$ cat config.mk
export PLATFORM = sky130hd
export DESIGN_NAME = frame_write_arbiter
export DESIGN_NICKNAME = d
export VERILOG_FILES = /design/src/rtl/frame_write_arbiter.sv
export SDC_FILE = /design/constraint.sdc
export NUM_CORES = 1
export LEC_CHECK = 0
export ABC_CLOCK_PERIOD_IN_PS = 5550
export BUFFER_PORTS_ARGS = -buffer_cell sky130_fd_sc_hd__buf_2
export CAP_MARGIN = 20
export CORE_ASPECT_RATIO = 1.2
export CORE_MARGIN = 2
export CORE_UTILIZATION = 60
export DETAILED_ROUTE_END_ITERATION = 6
export GPL_TIMING_DRIVEN = 0
export PLACE_DENSITY = 0.8
export REMOVE_ABC_BUFFERS = 1
export SYNTH_ARGS = -nofsm -noshare
export SYNTH_HDL_FRONTEND = slang
export SYNTH_SLANG_ARGS = --single-unit
$ cat constraint.sdc
create_clock -name axi_aclk -period 5.55 [get_ports axi_aclk]
set_input_delay 1.11 -clock axi_aclk [delete_from_list [all_inputs] [get_ports axi_aclk]]
set_output_delay 1.11 -clock axi_aclk [all_outputs]
set_load 0.02 [all_outputs]
$ cat src/rtl/frame_write_arbiter.sv
// Purpose: round-robin arbiter that turns four channels' frame write requests into AXI burst commands.
// Latency: an eligible channel seen in IDLE produces cmd_valid on the next cycle; write_done follows burst_done by one cycle.
// Backpressure: cmd_valid/cmd_addr/cmd_ch hold until cmd_ready; one burst outstanding until burst_done.
module frame_write_arbiter #(
  parameter int          BURST_LEN       = 16,
  parameter int          BURSTS_PER_LINE = 40,
  parameter int          LINES_PER_FRAME = 360,
  parameter logic [27:0] LINE_STRIDE     = 28'd1280
) (
  input  logic        axi_aclk,
  input  logic        axi_areset,
  input  logic [3:0]  write_req,
  output logic [3:0]  write_done,
  input  logic [27:0] write_start_addr1,
  input  logic [27:0] write_start_addr2,
  input  logic [27:0] write_start_addr3,
  input  logic [27:0] write_start_addr4,
  input  logic [3:0]  fifo_rdy,
  output logic        cmd_valid,
  input  logic        cmd_ready,
  output logic [27:0] cmd_addr,
  output logic [1:0]  cmd_ch,
  output logic [7:0]  cmd_len,
  input  logic        burst_done,
  output logic        busy
);

  localparam int CW = (BURSTS_PER_LINE > 1) ? $clog2(BURSTS_PER_LINE) : 1;
  localparam int LW = (LINES_PER_FRAME > 1) ? $clog2(LINES_PER_FRAME) : 1;
  localparam logic [CW-1:0] COL_LAST  = CW'(BURSTS_PER_LINE - 1);
  localparam logic [LW-1:0] LINE_LAST = LW'(LINES_PER_FRAME - 1);
  localparam logic [27:0]   BURST_INC = 28'(BURST_LEN);

  typedef enum logic [1:0] {IDLE, CMD, WAIT} state_t;

  state_t        state_q, state_d;
  logic [1:0]    ptr_q;
  logic [1:0]    cmd_ch_q;
  logic [27:0]   cmd_addr_q;
  logic [3:0]    write_done_q;
  logic          abort_q;
  // Per-channel frame position; addr_q is the next burst address, line_addr_q the current line start.
  logic [CW-1:0] col_q       [4];
  logic [LW-1:0] line_q      [4];
  logic [27:0]   addr_q      [4];
  logic [27:0]   line_addr_q [4];

  logic [3:0]    elig;
  logic          grant_vld;
  logic [1:0]    grant_idx;
  logic [1:0]    cand;
  logic [27:0]   start_addr;

  assign elig       = write_req & fifo_rdy & ~write_done_q;
  assign cmd_valid  = (state_q == CMD);
  assign busy       = (state_q != IDLE);
  assign cmd_addr   = cmd_addr_q;
  assign cmd_ch     = cmd_ch_q;
  assign cmd_len    = 8'(BURST_LEN - 1);
  assign write_done = write_done_q;

  // Round-robin winner: search descending starting just below the last granted index.
  always_comb begin
    grant_vld = 1'b0;
    grant_idx = 2'd0;
    cand      = 2'd0;
    for (int k = 1; k <= 4; k++) begin
      cand = ptr_q - 2'(k);
      if (!grant_vld && elig[cand]) begin
        grant_vld = 1'b1;
        grant_idx = cand;
      end
    end
  end

  // Frame base address of the channel being granted.
  always_comb begin
    case (grant_idx)
      2'd3:    start_addr = write_start_addr1;
      2'd2:    start_addr = write_start_addr2;
      2'd1:    start_addr = write_start_addr3;
      default: start_addr = write_start_addr4;
    endcase
  end

  // State register.
  always_ff @(posedge axi_aclk) begin
    if (axi_areset) state_q <= IDLE;
    else            state_q <= state_d;
  end

  // Next-state logic: grant, command handshake, wait for burst completion.
  always_comb begin
    state_d = state_q;
    case (state_q)
      IDLE:    if (grant_vld)  state_d = CMD;
      CMD:     if (cmd_ready)  state_d = WAIT;
      WAIT:    if (burst_done) state_d = IDLE;
      default:                 state_d = IDLE;
    endcase
  end

  // Grant bookkeeping, per-channel address/counter advance, abort and frame-complete handling.
  always_ff @(posedge axi_aclk) begin
    if (axi_areset) begin
      ptr_q        <= 2'd0;
      cmd_ch_q     <= 2'd0;
      cmd_addr_q   <= 28'd0;
      write_done_q <= 4'd0;
      abort_q      <= 1'b0;
      for (int i = 0; i < 4; i++) begin
        col_q[i]       <= '0;
        line_q[i]      <= '0;
        addr_q[i]      <= '0;
        line_addr_q[i] <= '0;
      end
    end else begin
      write_done_q <= 4'd0;
      // A dropped request on a channel not currently owning the bus aborts its frame.
      for (int i = 0; i < 4; i++) begin
        if (!write_req[i] && !((state_q != IDLE) && (cmd_ch_q == 2'(i)))) begin
          col_q[i]       <= '0;
          line_q[i]      <= '0;
          addr_q[i]      <= '0;
          line_addr_q[i] <= '0;
        end
      end
      case (state_q)
        IDLE: begin
          if (grant_vld) begin
            ptr_q    <= grant_idx;
            cmd_ch_q <= grant_idx;
            abort_q  <= 1'b0;
            if ((col_q[grant_idx] == '0) && (line_q[grant_idx] == '0)) begin
              cmd_addr_q             <= start_addr;
              addr_q[grant_idx]      <= start_addr;
              line_addr_q[grant_idx] <= start_addr;
            end else begin
              cmd_addr_q <= addr_q[grant_idx];
            end
          end
        end
        CMD: begin
          if (!write_req[cmd_ch_q]) abort_q <= 1'b1;
        end
        WAIT: begin
          if (!write_req[cmd_ch_q]) abort_q <= 1'b1;
          if (burst_done) begin
            if (abort_q || !write_req[cmd_ch_q]) begin
              col_q[cmd_ch_q]       <= '0;
              line_q[cmd_ch_q]      <= '0;
              addr_q[cmd_ch_q]      <= '0;
              line_addr_q[cmd_ch_q] <= '0;
            end else if (col_q[cmd_ch_q] != COL_LAST) begin
              col_q[cmd_ch_q]  <= col_q[cmd_ch_q] + 1'b1;
              addr_q[cmd_ch_q] <= addr_q[cmd_ch_q] + BURST_INC;
            end else if (line_q[cmd_ch_q] != LINE_LAST) begin
              col_q[cmd_ch_q]       <= '0;
              line_q[cmd_ch_q]      <= line_q[cmd_ch_q] + 1'b1;
              line_addr_q[cmd_ch_q] <= line_addr_q[cmd_ch_q] + LINE_STRIDE;
              addr_q[cmd_ch_q]      <= line_addr_q[cmd_ch_q] + LINE_STRIDE;
            end else begin
              col_q[cmd_ch_q]        <= '0;
              line_q[cmd_ch_q]       <= '0;
              addr_q[cmd_ch_q]       <= '0;
              line_addr_q[cmd_ch_q]  <= '0;
              write_done_q[cmd_ch_q] <= 1'b1;
            end
          end
        end
        default: ;
      endcase
    end
  end

endmodule
Yosys cells after proc, flatten, opt, wreduce, memory -nomap -nowiden

Memory sizes are Yosys's and may differ from the RTL's. A register that Yosys moved wholly into a read port is not among the register bits.
Cells that the tools add are included.

Input bits: 124
Word-level logic and storage cells: 216
Memories kept: 4
Flip-flop bits (word level): 9
RAM bits: 284

Memories:

| name        | depth | width | read ports | clocked after Yosys merged registers in | write ports | RTL line | source |
|---|---|---|---|---|---|---|---|
| addr_q      | 4     | 28    | 2          | 2                                       | 5           | 45       | `logic [27:0] addr_q [4];` |
| line_addr_q | 4     | 28    | 1          | 1                                       | 5           | 46       | `logic [27:0] line_addr_q [4];` |
| line_q      | 4     | 9     | 2          | 1                                       | 5           | 44       | `logic [LW-1:0] line_q [4];` |
| col_q       | 4     | 6     | 2          | 1                                       | 5           | 43       | `logic [CW-1:0] col_q [4];` |

Reductions and logical operators: 39
Multiplexer cells: 112
Add/sub/neg operators: 7
Equality and inequality tests: 14
Bitwise logic cells: 31
Order comparisons: 5

Operators with widths:

| cell                                                                         | number |
|---|---|
| 28-bit 2-to-1 mux                                                            | 15 |
| 28-bit one-hot mux with 3 select lines                                       | 1 |
| 1-bit 2-to-1 mux                                                             | 58 |
| 28-bit OR reduction                                                          | 2 |
| 9-bit 2-to-1 mux                                                             | 6 |
| 6-bit 2-to-1 mux                                                             | 7 |
| 2-bit 2-to-1 mux                                                             | 17 |
| 28-bit by 11-bit adder with 28-bit output, second input constant             | 1 |
| 28-bit by 5-bit adder with 28-bit output, second input constant              | 1 |
| 1-bit bitwise OR                                                             | 26 |
| 1-bit logical AND                                                            | 13 |
| 1-bit logical NOT                                                            | 12 |
| 2-bit by 3-bit less-than comparator with 1-bit output, second input constant | 4 |
| 1-bit binary-select mux with 2-bit select                                    | 5 |
| 2-bit == test, second input constant                                         | 5 |
| 9-bit by 1-bit adder with 9-bit output, second input constant                | 1 |
| 9-bit logical NOT                                                            | 1 |
| 9-bit inequality test, second input constant                                 | 1 |
| 4-bit bitwise AND                                                            | 2 |
| 6-bit by 1-bit adder with 6-bit output, second input constant                | 1 |
| 2-bit by 1-bit == test with 1-bit output, second input constant              | 3 |
| 6-bit logical NOT                                                            | 1 |
| 2-bit inequality test, second input constant                                 | 3 |
| 6-bit inequality test, second input constant                                 | 1 |
| other kinds (16)                                                             | 21 |

Longest topological paths before layout

Gate-level depths: netlist (run 1).
An unclocked memory read counts as a cell.

Depth after elaboration: 23
Gate-level depth with buffers: 15

Least setup slack after synthesis (run 1)

Ideal clock, no wire load.

Path kind: register to register
Start point: reg cmd_ch_q[0] (netlist: cmd_ch[0])
End point: mem addr_q[2][0] (enable)
Arrival time: 3.846 ns
Path slack: 1.319 ns
Required time: 5.165 ns
Stages on the path, launching flop included: 15
Path buffers: 5
Library setup time: 0.385 ns
Cells stage by stage: dfxtp_1 clkbuf_1 clkbuf_1 inv_1 ha_1 and4b_1 a211oi_1 o22a_1 nand2_1 buf_2 nor4_1 a21oi_1 clkbuf_1 buf_2 nand2_1

RTL lines:

| what                   | RTL line | source |
|---|---|---|
| from (decl)            | 38       | `logic [1:0] cmd_ch_q;` |
| from (signal assigned) | 132      | `cmd_ch_q <= grant_idx;` |
| to (decl)              | 45       |  |

==> results.md, run 1 <==
* Outcome: complete, no violations
* Multi-input logic area at slightly above 0.008 sq mm
* CTS tree: done
* Root Driver: clkbuf_16
* Number of synthesized flops with an enable pin at around 280
* Diode count at 0
* Die Footprint at roughly 0.032 sq mm
* Max Cap Violations at 0
* Worst-path cell chain: inv_1, ha_1, and4b_1, a211oi_1, o22a_1, nand2_4, nor4_1, a21oi_4, nand2_2
* Initial drt markers at 1607
* CP startpoint: cmd_ch[0]
* Layout cells sized above 1 at just under 20%
* Slowest stage cell on the critical path: nor4_1
* Initial antenna violation count at 0
* Setup-failing EPs final at 0
* Worst reg2reg path endpoint: addr_q[2][7]
* RSZ-0062 raised after global routing: false
* First-pass GRT wire length at around 80000 microns
* Clk slew on worst S/H paths at around 0.060 ns
* Setup WS post-layout at 0.187 ns
* Congestion Overflow GR at 0
* Final Hold Viols at 0
* Die boundary width at 163 microns
* Register area at 0.00932 sq mm
* Synthesis-to-layout area growth at 12.3%
* Worst path max stage delay at 1.00 ns
* Worst reg2reg startpoint: cmd_ch[0]
* Crit path to: addr_q[2][7]
* Total Nets Final at approximately 1900
* Mapped Cells at 1678
* Detail Placement HPWL at between 30000 and 40000 microns
* Main flop type after synthesis: edfxtp_1
* Period utilization at 96.6%
* CTS H-tree depth at 2
* Number of global-route vias before repair at between 10000 and 15000
* Post-CTS resize count at 0
* DRC violations left at 0
* Clk sinks at 323
* GR Util All Layers at roughly 33%
* CP endpoint kind: flop
* Clock latency on the worst-skew pair at 0.52 ns
* Largest net degree at the start of global routing at 67
* Vias per cell at 6.72
* Crit path required time at 5.68 ns
* Slew Limit Fails at 0
* Sequential area share after synthesis at 51.0%
* # IOs at roughly 170
* Core outline area at between 0.02 and 0.03 sq mm
* Final Critical Period at 5.36 ns
* Starting density of the core at 61.3%
* Synth Cell Area at about 0.018 sq mm
* CP max FO at between 60 and 70
* TritonCTS Buffers at 34
* Synth Register Bits at about 320
* Power Density at around 350 mW/mm^2
* Post-route cell area at 0.0205 sq mm
* Chip Height at 195 microns
* Pre-antenna DRT Iters at 5
* Setup Buffers After CTS at 0
* Routed via count at ~15000
* IR drop worst, VDD at between 200 and 300 uV
* Hold buffers post-CTS at 0
* Worst Tran Pin Value at 1.10 ns
* Gpl congestion at approximately 0.88
* Post-synthesis cell type count at 90
* Average size of a mapped cell at between 10 and 15 sq um
* Leak at roughly 7.8 nW
* Final Skew at between 0.02 and 0.025 ns
* Max Buffers Root-to-Sink at 3
* Post-route ant nets at 0
* Fillers at 2099
* Setup CP Type: flop to flop
* Total length of routed wires at 52400 microns
* FFs w/ async S/R, synth at 0%
* Reg2reg path depth at 9
* Dpl cell area at 0.0195 sq mm
* F_max at roughly 190 MHz
* Place WS at ~0.065 ns
* Average wire per standard cell at between 20 and 25 microns
* Worst setup SP type: flop
* Row cnt at a little under 70
* Warnings, synthesis at 0
* Critical Path AT at around 5.5 ns
* FF-to-FF setup slack at about 0.19 ns
* Hold WC Path Type: flop to flop
* Slew HR at around a quarter
* Buffers on Ports at roughly 160
[per-stage QoR]
| stage | util (%) | hold slack (ns) | power, W | std cells | setup TNS, ns |
|---|---|---|---|---|---|
| 2_1_floorplan | - | 0.503 | 0.00429 | 1557 | -476.91 |
| 3_3_place_gp | 63.0 | 0.509 | 0.00490 | 2106 | -2382.71 |
| 3_5_place_dp | 65.3 | 0.512 | 0.00496 | 2128 | 0 |
| 4_1_cts | 68.8 | 0.520 | 0.00709 | 2188 | 0 |
| 5_1_grt | 68.8 | 0.563 | 0.00735 | 2188 | 0 |
| 6_report | 68.8 | 0.521 | 0.00713 | 2188 | 0 |
[report_power, final]
group          leakage, nW  total [W]  switching [W]  internal (W)
clock network        0.500    0.00216       0.000925       0.00124
logic                 3.82    0.00193        0.00124      0.000696
registers             3.47    0.00303       0.000162       0.00287
[synthesized netlist by cell type, types with 10 or more instances]
cell type | number | share of area, %
nor2_1 | 288 | 5.9
edfxtp_1 | 284 | 47
nand2_1 | 278 | 5.7
nand3_1 | 88 | 2.4
clkbuf_1 | 53 | 1.1
mux4_2 | 50 | 6.2
nor3_1 | 43 | 1.2
dfxtp_1 | 39 | 4.3
and2_1 | 35 | 1.2
a21oi_1 | 34 | 0.93
mux2i_1 | 31 | 1.7
buf_2 | 29 | 0.80
xnor2_1 | 28 | 1.3
and3_1 | 27 | 0.93
a31oi_1 | 25 | 0.86
mux4_1 | 23 | 3.3
xor2_1 | 21 | 1.0
nand3b_1 | 20 | 0.82
nor4_1 | 19 | 0.65
a211oi_1 | 16 | 0.66
inv_1 | 14 | 0.29
a311oi_1 | 13 | 0.62
o21bai_1 | 13 | 0.53
buf_4 | 12 | 0.49
nand4_1 | 12 | 0.41
o31a_1 | 12 | 0.58
ha_1 | 11 | 0.75
o31ai_1 | 10 | 0.41
[sequential cells by signal (all words and copies together) (netlist names), named ones only]
signal / flops
addr_q: 112
line_addr_q: 112
line_q: 36
cmd_addr: 28
col_q: 24
write_done: 4
cmd_ch: 2
state_q: 2
abort_q: 1
[routing by layer]
layer	GRT usage (%)	wire length (microns)
met2	54.1	25400
met4	19.4	3080
met1	41.5	18600
met5	0	0
met3	4.82	5360
[critical path: cells and delay by family, from the launching register on]
family | cells | cell delay, ns
AOI/OAI and AO/OA | 3 | 0.99
DFF | 1 | 0.77
and+or+nand+nor | 4 | 2.50
buffers and inverters | 1 | 0.24
adders and majority gates | 1 | 0.43
[worst min-delay path by stage]
stage / from / to / slack (ns) / cells after the start
after floorplan: abort_q / abort_q / 0.50 / 2
final: cmd_addr[12] / cmd_addr[12] / 0.52 / 2
after global routing: cmd_addr[8] / cmd_addr[8] / 0.56 / 2
after global placement: cmd_addr[5] / cmd_addr[5] / 0.51 / 2
after CTS: cmd_addr[12] / cmd_addr[12] / 0.52 / 2
after detailed placement: cmd_addr[12] / cmd_addr[12] / 0.51 / 2
[layout make-up]
cell class	count	area share, %
clock inverters	13	0.434
repair buffers	181	6.41
inverters	15	0.275
multi-input cells	1219	40.4
well taps	390	2.38
flip-flops and latches	323	45.5
clock buffers	47	4.60
[logic make-up (layout without fill, tap and decap cells)]
| group | after synthesis | count (layout) | synth area share [%] |
|---|---|---|---|
| adder cells (fa/ha/maj) | 11 | 11 | 0.754 |
| AO/OA/AOI/OAI | 186 | 186 | 7.94 |
| AND/OR/NAND/NOR | 860 | 860 | 21.9 |
| multiplexers | 105 | 105 | 11.3 |
| flip-flops | 323 | 323 | 51.0 |
| buffers and inverters | 142 | 256 | 4.68 |
| other | 2 | 8 | 0.0411 |
| XOR/XNOR | 49 | 49 | 2.35 |
[cell usage in the layout, fill, tap and decap left out, types with 16 or more instances in the layout]
cell,instances
a211oi_1,16
a21oi_1,26
a31oi_1,25
and2_1,35
and3_1,27
buf_2,159
clkbuf_16,36
dfxtp_1,37
edfxtp_1,284
mux2i_1,31
mux4_1,23
mux4_2,50
nand2_1,269
nand3_1,88
nand3b_1,20
nor2_1,285
nor3_1,43
nor4_1,19
xnor2_1,28
xor2_1,21
Note: power is estimated with default switching activity, not from simulation.
==> inputs of run 2 (changes only) <==
--- a/config.mk
+++ b/config.mk
@@ -13,7 +13,7 @@
 export CORE_UTILIZATION = 60
 export DETAILED_ROUTE_END_ITERATION = 6
 export GPL_TIMING_DRIVEN = 0
-export PLACE_DENSITY = 0.8
+export PLACE_DENSITY_LB_ADDON = 0.1
 export REMOVE_ABC_BUFFERS = 1
 export SYNTH_ARGS = -nofsm -noshare
 export SYNTH_HDL_FRONTEND = slang
==> results.md, run 2 (synthesis results as in run 1) <==
* Clock latency on the worst-skew pair at 0.52 ns
* Post-route ant nets at 0
* Starting density of the core at just over 60%
* Total Nets Final at about 1900
* Vias per cell at roughly 6.6
* Crit path required time at 5.68 ns
* Most frequent cells in the layout: nor2_1, edfxtp_1, nand2_1
* Max Buffers Root-to-Sink at 3
* Setup-failing EPs final at 0
* Buffers on Ports at between 150 and 200
* Clk slew on worst S/H paths at 0.06 ns
* Die Footprint at 0.0318 sq mm
* Initial drt markers at between 1000 and 1500
* # IOs at 168
* Dpl cell area at slightly below 0.02 sq mm
* IR drop worst, VDD at around 220 uV
* Final Critical Period at between 5 and 6 ns
* Max Cap Violations at 0
* CP max FO at 66
* CP endpoint kind: flop
* Largest net degree at the start of global routing at between 70 and 80
* Row cnt at 69
* Congestion Overflow GR at 0
* Period utilization at a little over nine tenths
* Clk sinks at around 320
* Synthesis-to-layout area growth at 12.6%
* Hold buffers post-CTS at 0
* First-pass GRT wire length at 80700 microns
* Detail Placement HPWL at about 35000 microns
* Critical Path AT at between 5 and 6 ns
* Die boundary width at around 160 microns
* Core outline area at 0.0298 sq mm
* Fin Hold WS at approximately 0.52 ns
* TritonCTS Buffers at 35
* Post-CTS resize count at 0
* Diode count at 0
* Routed via count at ~14000
* Number of global-route vias before repair at approximately 14000
* Worst Tran Pin Value at 1.03 ns
* Setup Buffers After CTS at 0
* Largest registers: addr_q: 112 flops, line_addr_q: 112 flops, line_q: 36 flops
* Power Density at ~350 mW/mm^2
* Outcome: complete, no violations
* F_max at approximately 190 MHz
* DRC violations left at 0
* Post-route cell area at between 0.02 and 0.025 sq mm
* Chip Height at a little under 200 microns
* CTS H-tree depth at 2
* Pre-antenna DRT Iters at 6
* Fillers at approximately 2200
* Most common cell after layout, fill and taps aside: nor2_1
* Slew HR at roughly 31%
* Register area at 0.00932 sq mm
* Initial antenna violation count at 0
* RSZ-0062 raised after global routing: false
* Final Skew at approximately 0.023 ns
* Leak at 7.83 nW
* Root Driver: clkbuf_16
* GR Util All Layers at about a third
* Setup CP Type: flop to flop
* Gpl congestion at between 0.9 and 1
* Average wire per standard cell at approximately 24 microns
* Hold WC Path Type: flop to flop
* Final Hold Viols at 0
* Layout cells sized above 1 at about a fifth
* Worst setup SP type: flop
* CTS tree: done
* Total length of routed wires at ~53000 microns
* Slew Limit Fails at 0
* Multi-input logic area at 0.00829 sq mm
[run 2: through the flow]
step           util [%]  total power (W)  cells  setup TNS (ns)  worst slack, ns
6_report           69.0          0.00722   2188               0            0.253
5_1_grt            69.0          0.00748   2188               0           0.0335
4_1_cts            69.0          0.00721   2187               0            0.300
3_5_place_dp       65.4          0.00499   2129               0           0.0625
3_3_place_gp       63.0          0.00494   2106        -2513.81            -7.16
2_1_floorplan         -          0.00429   1557         -476.91            -2.10
[run 2: cell type report]
type | instances | area share [%]
clock buffers | 50 | 4.94
clock inverters | 8 | 0.310
inverters | 15 | 0.274
multi-input cells | 1219 | 40.3
flip-flops and latches | 323 | 45.3
well taps | 390 | 2.37
repair buffers | 183 | 6.46
[run 2: path summary, 6_finish.rpt]
| check | slack (ns) | startpoint | cells past startpoint | endpoint |
|---|---|---|---|---|
| worst max-delay path | 0.25 | cmd_ch[0] | 9 | addr_q[0][19] |
| worst min-delay path | 0.52 | cmd_addr[10] | 2 | cmd_addr[10] |
| worst max register to register | 0.25 | cmd_ch[0] | 9 | addr_q[0][19] |
| worst min register to register | 0.52 | cmd_addr[10] | 2 | cmd_addr[10] |
[run 2: per-layer routing]
metal	GRT usage, %	vias up	part of all wire [%]
li1	-	6340	-
met1	43.0	6924	36
met2	54.4	888	48
met3	5.03	193	9.1
met4	19.2	0	6.1
met5	0	-	0
[run 2: where the power goes]
group | switching (W) | internal (W)
Sequential | 0.000123 | 0.00287
Clock | 0.000934 | 0.00131
Combinational | 0.00127 | 0.000707
[run 2: critical path, cell delays in order (launching register included)]
cell	delay, ns
dfxtp_1	0.77
inv_1	0.22
ha_1	0.45
and4b_1	0.23
a211oi_1	0.33
o22a_1	0.27
nand2_4	0.51
nor4_1	0.97
a21oi_4	0.34
nand2_2	0.79
==> inputs of run 3 (changes only) <==
--- a/config.mk
+++ b/config.mk
@@ -10,7 +10,7 @@
 export CAP_MARGIN = 20
 export CORE_ASPECT_RATIO = 1.2
 export CORE_MARGIN = 2
-export CORE_UTILIZATION = 60
+export CORE_UTILIZATION = 50
 export DETAILED_ROUTE_END_ITERATION = 6
 export GPL_TIMING_DRIVEN = 0
 export PLACE_DENSITY_LB_ADDON = 0.1
==> results.md, run 3 (synthesis results as in run 1) <==
* Chip Height at around 210 microns
* Setup-failing EPs final at 0
* Hold WC Path Type: flop to flop
* Number of global-route vias before repair at 14000
* Most common cell after layout, fill and taps aside: nor2_1
* Worst path max stage delay at 0.89 ns
* Slew HR at a little over a quarter
* IR drop worst, VDD at 209 uV
* Starting density of the core at a little over 50%
* Total Nets Final at between 1500 and 2000
* Vias per cell at approximately 6.2
* Slowest stage cell on the critical path: nor4_1
* Setup Buffers After CTS at 0
* Row cnt at 76
* Die boundary width at about 180 microns
* CP endpoint kind: flop
* Layout Utilization at 57.8%
* Average wire per standard cell at 24.1 microns
* F_max at about 200 MHz
* Final Skew at 0.0254 ns
* CP max FO at 66
* GR peak layer: met2
* M2 GR Usage at between 50% and 60%
* GR Util All Layers at 29.1%
* Final Hold Viols at 0
* Gpl congestion at between 0.8 and 0.9
* Post-route cell area at about 0.021 sq mm
* Initial drt markers at approximately 1200
* Post-CTS resize count at 0
* Outcome: complete, no violations
* Dpl cell area at just under 0.02 sq mm
* Detail Placement HPWL at between 30000 and 40000 microns
* Root Driver: clkbuf_16
* Clk sinks at around 320
* TritonCTS Buffers at 35
* Clock latency on the worst-skew pair at approximately 0.53 ns
* Synthesis-to-layout area growth at 13.7%
* RSZ-0062 raised after global routing: false
* Total length of routed wires at around 55000 microns
* Pre-antenna DRT Iters at 7
* Cell class contributing the biggest share of worst-path delay: simple AND/OR/NAND/NOR gates
* # IOs at roughly 170
* Buffers on Ports at 159
* Worst Tran Pin Value at roughly 1.1 ns
* Post-route ant nets at 0
* CTS H-tree depth at 2
* Die Footprint at 0.0381 sq mm
* Place WS at 0.142 ns
* Core outline area at about 0.036 sq mm
* Setup TNS at 0 ns
* First-pass GRT wire length at between 80000 and 90000 microns
* Met1 Use GR at approximately 37%
* Period utilization at about 91%
* Largest registers: addr_q: 112 flops, line_addr_q: 112 flops, line_q: 36 flops
* Max Cap Violations at 0
* Layout cells sized above 1 at between 20% and 30%
* Leak at about 8 nW
* Setup WS post-layout at roughly 0.5 ns
* Hold buffers post-CTS at 0
* Fin Hold WS at between 0.5 and 0.6 ns
* Worst path bufs/invs at 2
* Largest net degree at the start of global routing at 67
* Congestion Overflow GR at 0
* Routed via count at approximately 14000
* Slew Limit Fails at 0
* Power Density at roughly 350 mW/mm^2
* CTS tree: done
* Diode count at 0
* Max Buffers Root-to-Sink at 3
* Most frequent cells in the layout: nor2_1, edfxtp_1, nand2_1
* Worst-path cell chain: inv_1, ha_1, and4b_1, a211oi_1, o22a_1, nand2_4, buf_16, nor4_1, a21oi_4, nand2_2
* Crit path required time at about 5.7 ns
* DRC violations left at 0
* Critical Path AT at approximately 5.2 ns
* Clk slew on worst S/H paths at ~0.06 ns
* Initial antenna violation count at 0
* Setup CP Type: flop to flop
* Final Critical Period at about 5.1 ns
* Worst setup SP type: flop
* Met3 usage at between 3 and 4%
-- run 3: final cells by class --
| cell class | instances | area, sq um |
|---|---|---|
| multi-input combinational | 1219 | 8290 |
| inverter | 15 | 56.3 |
| clock inverter | 18 | 161 |
| tap | 468 | 586 |
| sequential | 323 | 9320 |
| timing repair buffer | 184 | 1400 |
| fill | 3062 | 15200 |
| clock buffer | 45 | 956 |
-- run 3: through the flow --
step | instances | power (W)
floorplan | 1557 | 0.00429
global route | 2272 | 0.00758
CTS | 2271 | 0.00732
finish | 2272 | 0.00730
detailed placement | 2208 | 0.00502
global placement | 2184 | 0.00497
-- run 3: routing by layer --
layer	wire length, microns	share of wire [%]
met5	0	0
met4	1920	3.5
met3	3840	7.0
met2	27400	50
met1	21500	39
-- run 3: tightest hold or removal path: cells and delay by family, from the launching register on --
family	cells	cell delay (ns)
AO/OA/AOI/OAI	1	0.07
flip-flops	1	0.34
AND/OR/NAND/NOR	1	0.08
-- run 3: power by group --
part	switching, W	internal, W
clock network	0.000964	0.00136
registers	0.000138	0.00287
logic	0.00126	0.000707
-- run 3: final timing paths --
path	slack (ns)	end	from	depth (start not counted)
max reg2reg	0.50	line_addr_q[0][6]	cmd_ch[0]	10
max	0.50	line_addr_q[0][6]	cmd_ch[0]	10
min reg2reg	0.52	cmd_addr[27]	cmd_addr[27]	2
min	0.52	cmd_addr[27]	cmd_addr[27]	2
